--- src/rtl/stepper_sequencer.sv ---
// Two-coil stepper sequencer: bipolar H-bridge or unipolar coil drive, half/full
// stepping, walk-to-run ramp, all-off dead time before each phase change, position count.
module stepper_sequencer #(
  parameter int CNT_WIDTH  = 32,
  parameter int POS_WIDTH  = 32,
  parameter bit ACTIVE_LOW = 1'b0
) (
  input  logic                 clk,
  input  logic                 rst,
  input  logic                 i_unipolar,
  input  logic                 i_go,
  input  logic                 i_stop,
  input  logic                 i_full_step,
  input  logic                 i_half_step,
  input  logic                 i_continuous,
  input  logic                 i_direction,
  input  logic                 i_hold_en,
  input  logic [POS_WIDTH-1:0] i_steps,
  input  logic [CNT_WIDTH-1:0] i_walk_period,
  input  logic [CNT_WIDTH-1:0] i_run_period,
  input  logic [CNT_WIDTH-1:0] i_accel,
  input  logic [CNT_WIDTH-1:0] i_dead_period,
  output logic                 o_busy,
  output logic                 o_err_bad_step,
  output logic [POS_WIDTH-1:0] o_steps_left,
  output logic [POS_WIDTH-1:0] o_curr_pos,
  output logic [3:0]           o_drive
);

  // state   | meaning
  // IDLE    | no move; drive is the held phase (if enabled) or all-off
  // DEAD    | all-off gap before the next phase change
  // HOLD    | new phase energised for the current step period
  localparam logic [1:0] ST_IDLE = 2'd0;
  localparam logic [1:0] ST_DEAD = 2'd1;
  localparam logic [1:0] ST_HOLD = 2'd2;

  localparam logic [CNT_WIDTH-1:0] CNT_ONE = {{(CNT_WIDTH-1){1'b0}}, 1'b1};
  localparam logic [POS_WIDTH-1:0] POS_ONE = {{(POS_WIDTH-1){1'b0}}, 1'b1};

  logic [1:0]           state_q, state_d;
  logic [2:0]           idx_q, idx_d;
  logic [POS_WIDTH-1:0] pos_q, pos_d;
  logic [POS_WIDTH-1:0] steps_left_q, steps_left_d;
  logic [CNT_WIDTH-1:0] period_q, period_d;
  logic [CNT_WIDTH-1:0] timer_q, timer_d;
  logic                 half_q, half_d;
  logic                 dir_q, dir_d;
  logic                 cont_q, cont_d;
  logic                 stop_q, stop_d;
  logic                 err_q, err_d;
  logic                 held_q, held_d;

  logic                 go_ok;
  logic                 move_done;
  logic [2:0]           idx_next;
  logic [1:0]           quad_next;
  logic [CNT_WIDTH-1:0] dead_len_m1;
  logic [CNT_WIDTH-1:0] hold_len_m1;
  logic [CNT_WIDTH-1:0] start_period;
  logic [CNT_WIDTH-1:0] ramp_period;
  logic [CNT_WIDTH:0]   ramp_diff;

  assign go_ok = (i_full_step ^ i_half_step) && ((i_steps != '0) || i_continuous);

  // Timers count down to zero, so load length-1 with a floor of one cycle.
  assign dead_len_m1  = (i_dead_period == '0) ? '0 : i_dead_period - CNT_ONE;
  assign hold_len_m1  = (period_q == '0) ? '0 : period_q - CNT_ONE;
  assign start_period = (i_walk_period > i_run_period) ? i_walk_period : i_run_period;

  assign ramp_diff   = {1'b0, period_q} - {1'b0, i_accel};
  assign ramp_period = (ramp_diff[CNT_WIDTH] || (ramp_diff[CNT_WIDTH-1:0] < i_run_period))
                       ? i_run_period : ramp_diff[CNT_WIDTH-1:0];

  // Full steps snap to even indices and move a whole quadrant.
  assign quad_next = dir_q ? (idx_q[2:1] + 2'd1) : (idx_q[2:1] - 2'd1);
  assign idx_next  = half_q ? (dir_q ? (idx_q + 3'd1) : (idx_q - 3'd1)) : {quad_next, 1'b0};

  assign move_done = stop_q || i_stop || (!cont_q && (steps_left_q == '0));

  always_comb begin
    state_d      = state_q;
    idx_d        = idx_q;
    pos_d        = pos_q;
    steps_left_d = steps_left_q;
    period_d     = period_q;
    timer_d      = timer_q;
    half_d       = half_q;
    dir_d        = dir_q;
    cont_d       = cont_q;
    stop_d       = stop_q;
    err_d        = 1'b0;
    held_d       = held_q;

    if ((state_q != ST_IDLE) && i_stop) begin
      stop_d = 1'b1;
    end

    case (state_q)
      ST_IDLE: begin
        stop_d = 1'b0;
        if (i_go) begin
          if (go_ok) begin
            state_d      = ST_DEAD;
            steps_left_d = i_steps;
            period_d     = start_period;
            timer_d      = dead_len_m1;
            half_d       = i_half_step;
            dir_d        = i_direction;
            cont_d       = i_continuous;
          end else begin
            err_d = 1'b1;
          end
        end
      end
      ST_DEAD: begin
        if (timer_q == '0) begin
          state_d = ST_HOLD;
          idx_d   = idx_next;
          pos_d   = dir_q ? (pos_q + POS_ONE) : (pos_q - POS_ONE);
          held_d  = 1'b1;
          timer_d = hold_len_m1;
          if (!cont_q) begin
            steps_left_d = steps_left_q - POS_ONE;
          end
        end else begin
          timer_d = timer_q - CNT_ONE;
        end
      end
      ST_HOLD: begin
        if (timer_q == '0) begin
          if (move_done) begin
            state_d = ST_IDLE;
            stop_d  = 1'b0;
          end else begin
            state_d  = ST_DEAD;
            period_d = ramp_period;
            timer_d  = dead_len_m1;
          end
        end else begin
          timer_d = timer_q - CNT_ONE;
        end
      end
      default: begin
        state_d = ST_IDLE;
      end
    endcase
  end

  always_ff @(posedge clk or posedge rst) begin
    if (rst) begin
      state_q      <= ST_IDLE;
      idx_q        <= '0;
      pos_q        <= '0;
      steps_left_q <= '0;
      period_q     <= '0;
      timer_q      <= '0;
      half_q       <= 1'b0;
      dir_q        <= 1'b0;
      cont_q       <= 1'b0;
      stop_q       <= 1'b0;
      err_q        <= 1'b0;
      held_q       <= 1'b0;
    end else begin
      state_q      <= state_d;
      idx_q        <= idx_d;
      pos_q        <= pos_d;
      steps_left_q <= steps_left_d;
      period_q     <= period_d;
      timer_q      <= timer_d;
      half_q       <= half_d;
      dir_q        <= dir_d;
      cont_q       <= cont_d;
      stop_q       <= stop_d;
      err_q        <= err_d;
      held_q       <= held_d;
    end
  end

  logic       a_pos, a_neg, b_pos, b_neg;
  logic [3:0] phase_map;
  logic [3:0] drive_raw;

  always_comb begin
    a_pos = 1'b0;
    a_neg = 1'b0;
    b_pos = 1'b0;
    b_neg = 1'b0;
    case (idx_q)
      3'd0: a_pos = 1'b1;
      3'd1: begin a_pos = 1'b1; b_pos = 1'b1; end
      3'd2: b_pos = 1'b1;
      3'd3: begin a_neg = 1'b1; b_pos = 1'b1; end
      3'd4: a_neg = 1'b1;
      3'd5: begin a_neg = 1'b1; b_neg = 1'b1; end
      3'd6: b_neg = 1'b1;
      default: begin a_pos = 1'b1; b_neg = 1'b1; end
    endcase
  end

  // held_q keeps a freshly reset block all-off even with hold enabled.
  assign phase_map = i_unipolar ? {b_neg, a_neg, b_pos, a_pos} : {b_neg, b_pos, a_neg, a_pos};
  assign drive_raw = ((state_q == ST_HOLD) || ((state_q == ST_IDLE) && i_hold_en && held_q))
                     ? phase_map : 4'b0000;

  assign o_drive        = ACTIVE_LOW ? ~drive_raw : drive_raw;
  assign o_busy         = (state_q != ST_IDLE);
  assign o_err_bad_step = err_q;
  assign o_steps_left   = steps_left_q;
  assign o_curr_pos     = pos_q;

endmodule

--- config.mk ---
export PLATFORM = sky130hd
export DESIGN_NAME = stepper_sequencer
export DESIGN_NICKNAME = d
export VERILOG_FILES = /design/src/rtl/stepper_sequencer.sv
export SDC_FILE = /design/constraint.sdc
export NUM_CORES = 1
export LEC_CHECK = 0
export CORE_AREA = 2 2 184 186
export DETAILED_ROUTE_END_ITERATION = 10
export DIE_AREA = 0 0 186 188
export PLACE_DENSITY = 0.66
export SLEW_MARGIN = 5
export SYNTH_ARGS = -nofsm -noshare
export SYNTH_HDL_FRONTEND = slang
export SYNTH_SLANG_ARGS = --single-unit
--- constraint.sdc ---
create_clock -name clk -period 6.5 [get_ports clk]
set_input_delay 1.625 -clock clk [delete_from_list [all_inputs] [get_ports clk]]
set_output_delay 1.625 -clock clk [all_outputs]
set_load 0.01 [all_outputs]
### After elaboration in Yosys (flattened, before gate mapping)

Cells that the tools add are included.

* add/sub/neg operators: 11
* order comparisons: 2
* equal/unequal tests: 15
* mux-type cells: 43
* bitwise operators: 1
* reductions and logical operators: 32

Operators by type and width (number)
* $mux 32: 18
* $sub 32x1->32 const B: 5
* $logic_not 32->1: 4
* $pmux 32 s2: 2
* $pmux 32 s3: 1
* $sub 32x32->33: 1
* $add 32x1->32 const B: 1
* $gt 32x32->1: 1
* $lt 32x32->1: 1
* $reduce_bool 32->1: 1
* $ne 2x2->1 const B: 6
* $mux 1: 11
* $mux 2: 5
* $reduce_and 5->1: 2
* $reduce_or 5->1: 2
* $eq 3x3->1 const B: 3
* $mux 3: 3
* $reduce_and 4->1: 2
* $eq 3x2->1 const B: 2
* $pmux 2 s3: 1
* $reduce_bool 2->1: 3
* $reduce_or 3->1: 2
* $logic_and 1x1->1: 5
* $logic_or 1x1->1: 5
* 17 further kinds: 17

* flip-flop bits (word level): 139
* input bits: 170
* output and inout port bits: 70
* word-level logic and storage cells: 116

### Logic depth before layout (Yosys ltp)

* word-level depth: 7
* depth in mapped cells: 22
* depth with buffers taken out: 21

### Worst setup path after synthesis

Ideal clock, no wire load.

* path kind: input to register
* start point: input port i_accel[0]
* end point: register period_q[28]
* library setup time: 0.126 ns
* arrival: 5.549 ns
* required time: 6.374 ns
* slack: 0.825 ns
* stages on the path: 19
* buffers on the path: 0
* cells stage by stage: ha_1 > inv_1 > fa_1 > a211oi_1 > o31a_1 > a21oi_1 > o41ai_1 > o22ai_1 > o22ai_1 > xnor2_1 > ha_1 > nand2_1 > o21ai_0 > a221oi_1 > a211o_1 > a31oi_1 > o22a_1 > mux2_2 > a221o_1

* cells in the longest elaborated chain, start to end: 7

Ends and longest elaborated chain
* start: declaration: RTL line 21 `input logic [CNT_WIDTH-1:0] i_accel,`
* $sub 32x32->33 (*): RTL line 71 `assign ramp_diff = {1'b0, period_q} - {1'b0, i_accel};`
* $lt 32x32->1: RTL line 72 `assign ramp_period = (ramp_diff[CNT_WIDTH] || (ramp_diff[CNT_WIDTH-1:0] < i_run_period))`
* $logic_or 1x1->1: RTL line 72
* $mux 32 (*): RTL line 73 `? i_run_period : ramp_diff[CNT_WIDTH-1:0];`
* $mux 32 (*): RTL line 132 `if (move_done) begin`
* $mux 32 (*): RTL line 131 `if (timer_q == '0) begin`
* $pmux 32 s2 (*): RTL line 99 `case (state_q)`
* end signal: assignment: RTL line 169 `period_q <= period_d;`
* end: declaration: RTL line 45 `logic [CNT_WIDTH-1:0] period_q, period_d;`

Mark *: on every way between the ends. The rest lies on a longest branch, timed or not. The select of a mux whose other input is x is not followed.
A chain may end at the register's enable or synchronous reset.

### Final worst setup path

* start point: input port i_accel[0]
* end point: register period_q[31]

Same word-level chain as after synthesis.

==> metrics.txt <==
Max Clock Skew 0.0149 ns; Max clock buf depth 2; CTS tree yes; Die Ht 188 um; unrepaired setup endpoints after global routing false; outcome finished, final reports clean; top cell type's share of synthesized area 0.248; PortBufs 239; number of vias in the routed layout 14,300; P_sw 3160 uW; final wirelength 44,900 um; Synth area leaders dfrtp_1 25%, ha_1 13%, a21oi_1 6.0%; Hold WC Path Type reg2reg; Chip Width 186 um; Async S/R FF share, synth 1.00; VDD IR max 0.219 mV; clk_lat worst skew 0.43 ns; Synth Cell Area 14,000 um^2; routability cong. 0.927; Tot Pwr 6600 uW; Critical Path Sink Type flip-flop; FF/Latch Area 3480 um^2; initial antenna violation count 1; Post-DRT Antenna Nets 0; cell taking the most area after synthesis dfrtp_1; Congestion Overflow GR 0; syn_nets 2,096; Vias per Instance 5.77; Setup CP Type in2reg; IO Count 240; fin worst setup slack 0.492 ns; setup bufs post-CTS 0; Place WS -0.0667 ns; first-pass GRT wire length 72,700 um; filler instances 3,199; combinational power share 0.601; Sink Count 139; vias in the first global route 14,000; NumNets Final 2,322; crit path launch type input port; Finish-stage setup viols 0; CTS Buf Count 17; post-DP HPWL 35,400 um; Cell Count, Final, Fillers Out 2,471; Fin. Hold Viols 0; Synth Register Bits 139; core area 33,100 um^2; MaxCap Viol Count 0; Crit path required time 6.79 ns; DRT iter0 DRCs 821; most numerous cell in the Yosys netlist nand2_1; num rows 67; Starting Density 0.423; FMAX 166 MHz; Commonest cells post-synth 179 x nand2_1, 169 x a21oi_1, 148 x nor2_1; Slew headroom 0.339; Total GRT Usage 0.258; clock slew at reported path FFs 0.06 ns; switch share 0.478; ys flop type dfrtp_1; Post-Syn Area per Cell 7.85 um^2; Cells after Synth 1,784; placed cells 2,439; final non-filler cell area 17,600 um^2; final-report max-slew violation count 0; Hold Buf Count CTS 0; layout cell share with drive strength beyond 1 0.0559; largest net degree at the start of global routing 73; min Tclk post-route 6.01 ns; Worst Max-Slew Pin Slew 0.988 ns; Die ar. 35,000 um^2; Placement Cell Area 17,000 um^2; Lkg Pwr 0.00737 uW; CTS Root Cell clkbuf_16; Worst EP arrival 6.30 ns; routed len/inst 18.2 um; First-pass DRT Iterations 5; multi-input combinational cell area 9850 um^2; post-synthesis sequential area ratio 0.248; PwrDens 376 nW/um^2; Max FO, Critical Path 11; Clock power frac 0.157; fin util 0.531; cell-internal power 3440 uW; post-synthesis cell type count 81; number of flops mapped to enable cells by yosys 0; number of diodes 0; Seq pwr share 0.242; Remaining DRCs 0; htree depth 4; final period utilization 0.924; Area Overhead vs Synth 25.4%; synth warn 0
## per-stage QoR
stage,hold slack (ns),TNS [ns]
CTS,0.474,0
finish,0.478,0
floorplan,0.435,0
detailed placement,0.456,-0.0812
global route,0.499,0
global placement,0.450,0
## routing by layer
layer	part of all wire	GRT usage	wire length, um	vias up
li1	-	-	-	7021
met1	0.46	0.359	20700	6674
met2	0.46	0.412	20500	480
met3	0.054	0.0330	2420	81
met4	0.029	0.0878	1290	2
met5	0.00029	0	13	-
## layout make-up
class	instances	area share
multi-input combinational	1470	0.560
clock inverter	13	0.00869
tap	448	0.0319
sequential	139	0.198
clock buffer	19	0.0258
inverter	104	0.0225
timing repair buffer	278	0.153
## cells by family after synthesis
family,Yosys count,synth area share
buffers and inverters,175,0.0520
AND/OR/NAND/NOR,585,0.204
XOR/XNOR,141,0.0881
adder cells (fa/ha/maj),142,0.128
AO/OA/AOI/OAI,562,0.250
flip-flops,139,0.248
multiplexers,40,0.0294
## cell usage in the layout (no fill, tap or decap), types with 56 or more instances in the layout
cell	instances
dfrtp_1	139
a21oi_1	169
clkdlybuf4s50_1	239
nor3_1	56
nand2_1	179
o22ai_1	61
inv_1	103
ha_1	140
xnor2_1	85
xor2_1	56
o21ai_0	107
nor2_1	148
## worst max-delay path: stages
cell,delay [ns]
clkdlybuf4s50_1,0.46
ha_1,0.15
inv_1,0.05
fa_1,0.38
a211oi_1,0.25
o31a_1,0.24
a21oi_1,0.12
o41ai_1,0.32
buf_4,0.18
o21bai_1,0.06
a21oi_1,0.17
xnor2_1,0.17
ha_1,0.30
and4_1,0.22
a221oi_1,0.50
a31oi_2,0.21
o221ai_1,0.24
a21bo_4,0.33
o22ai_1,0.18
o31ai_1,0.10
## timing repair
action                                  CTS  global route
endpoints found under the setup margin    0            19
gates resized for setup                   0             2
hold endpoints to repair                  0             0
## path summary, 6_finish.rpt
path	slack [ns]	to	start	depth (start not counted)
worst max-delay path	0.49	period_q[31]$_DFFE_PP0P_	i_accel[0]	20
worst min-delay path	0.48	held_q$_DFFE_PP0P_	held_q$_DFFE_PP0P_	1
worst max register to register	1.52	period_q[17]$_DFFE_PP0P_	period_q[0]$_DFFE_PP0P_	19
worst min register to register	0.48	held_q$_DFFE_PP0P_	held_q$_DFFE_PP0P_	1
max in group asynchronous	3.87	period_q[23]$_DFFE_PP0P_	rst	3
min in group asynchronous	1.47	o_curr_pos[9]$_DFFE_PP0P_	rst	2
## state kept, by name (all words and copies together), names as in the netlist
signal,cells
cont_q,1
dir_q,1
half_q,1
held_q,1
idx_q,3
o_curr_pos,32
o_err_bad_step,1
o_steps_left,32
period_q,32
state_q,2
stop_q,1
timer_q,32
## power groups by stage
| stage | Clock (uW) | Combinational [uW] | Sequential, uW |
|---|---|---|---|
| after floorplan | 0 | 2790 | 1480 |
| after global placement | 0 | 3840 | 1590 |
| after detailed placement | 0 | 3910 | 1600 |
| after CTS | 1060 | 3930 | 1580 |
| after global routing | 1090 | 4410 | 1640 |
| final | 1040 | 3970 | 1600 |
Power figures use the tool's default switching activity.
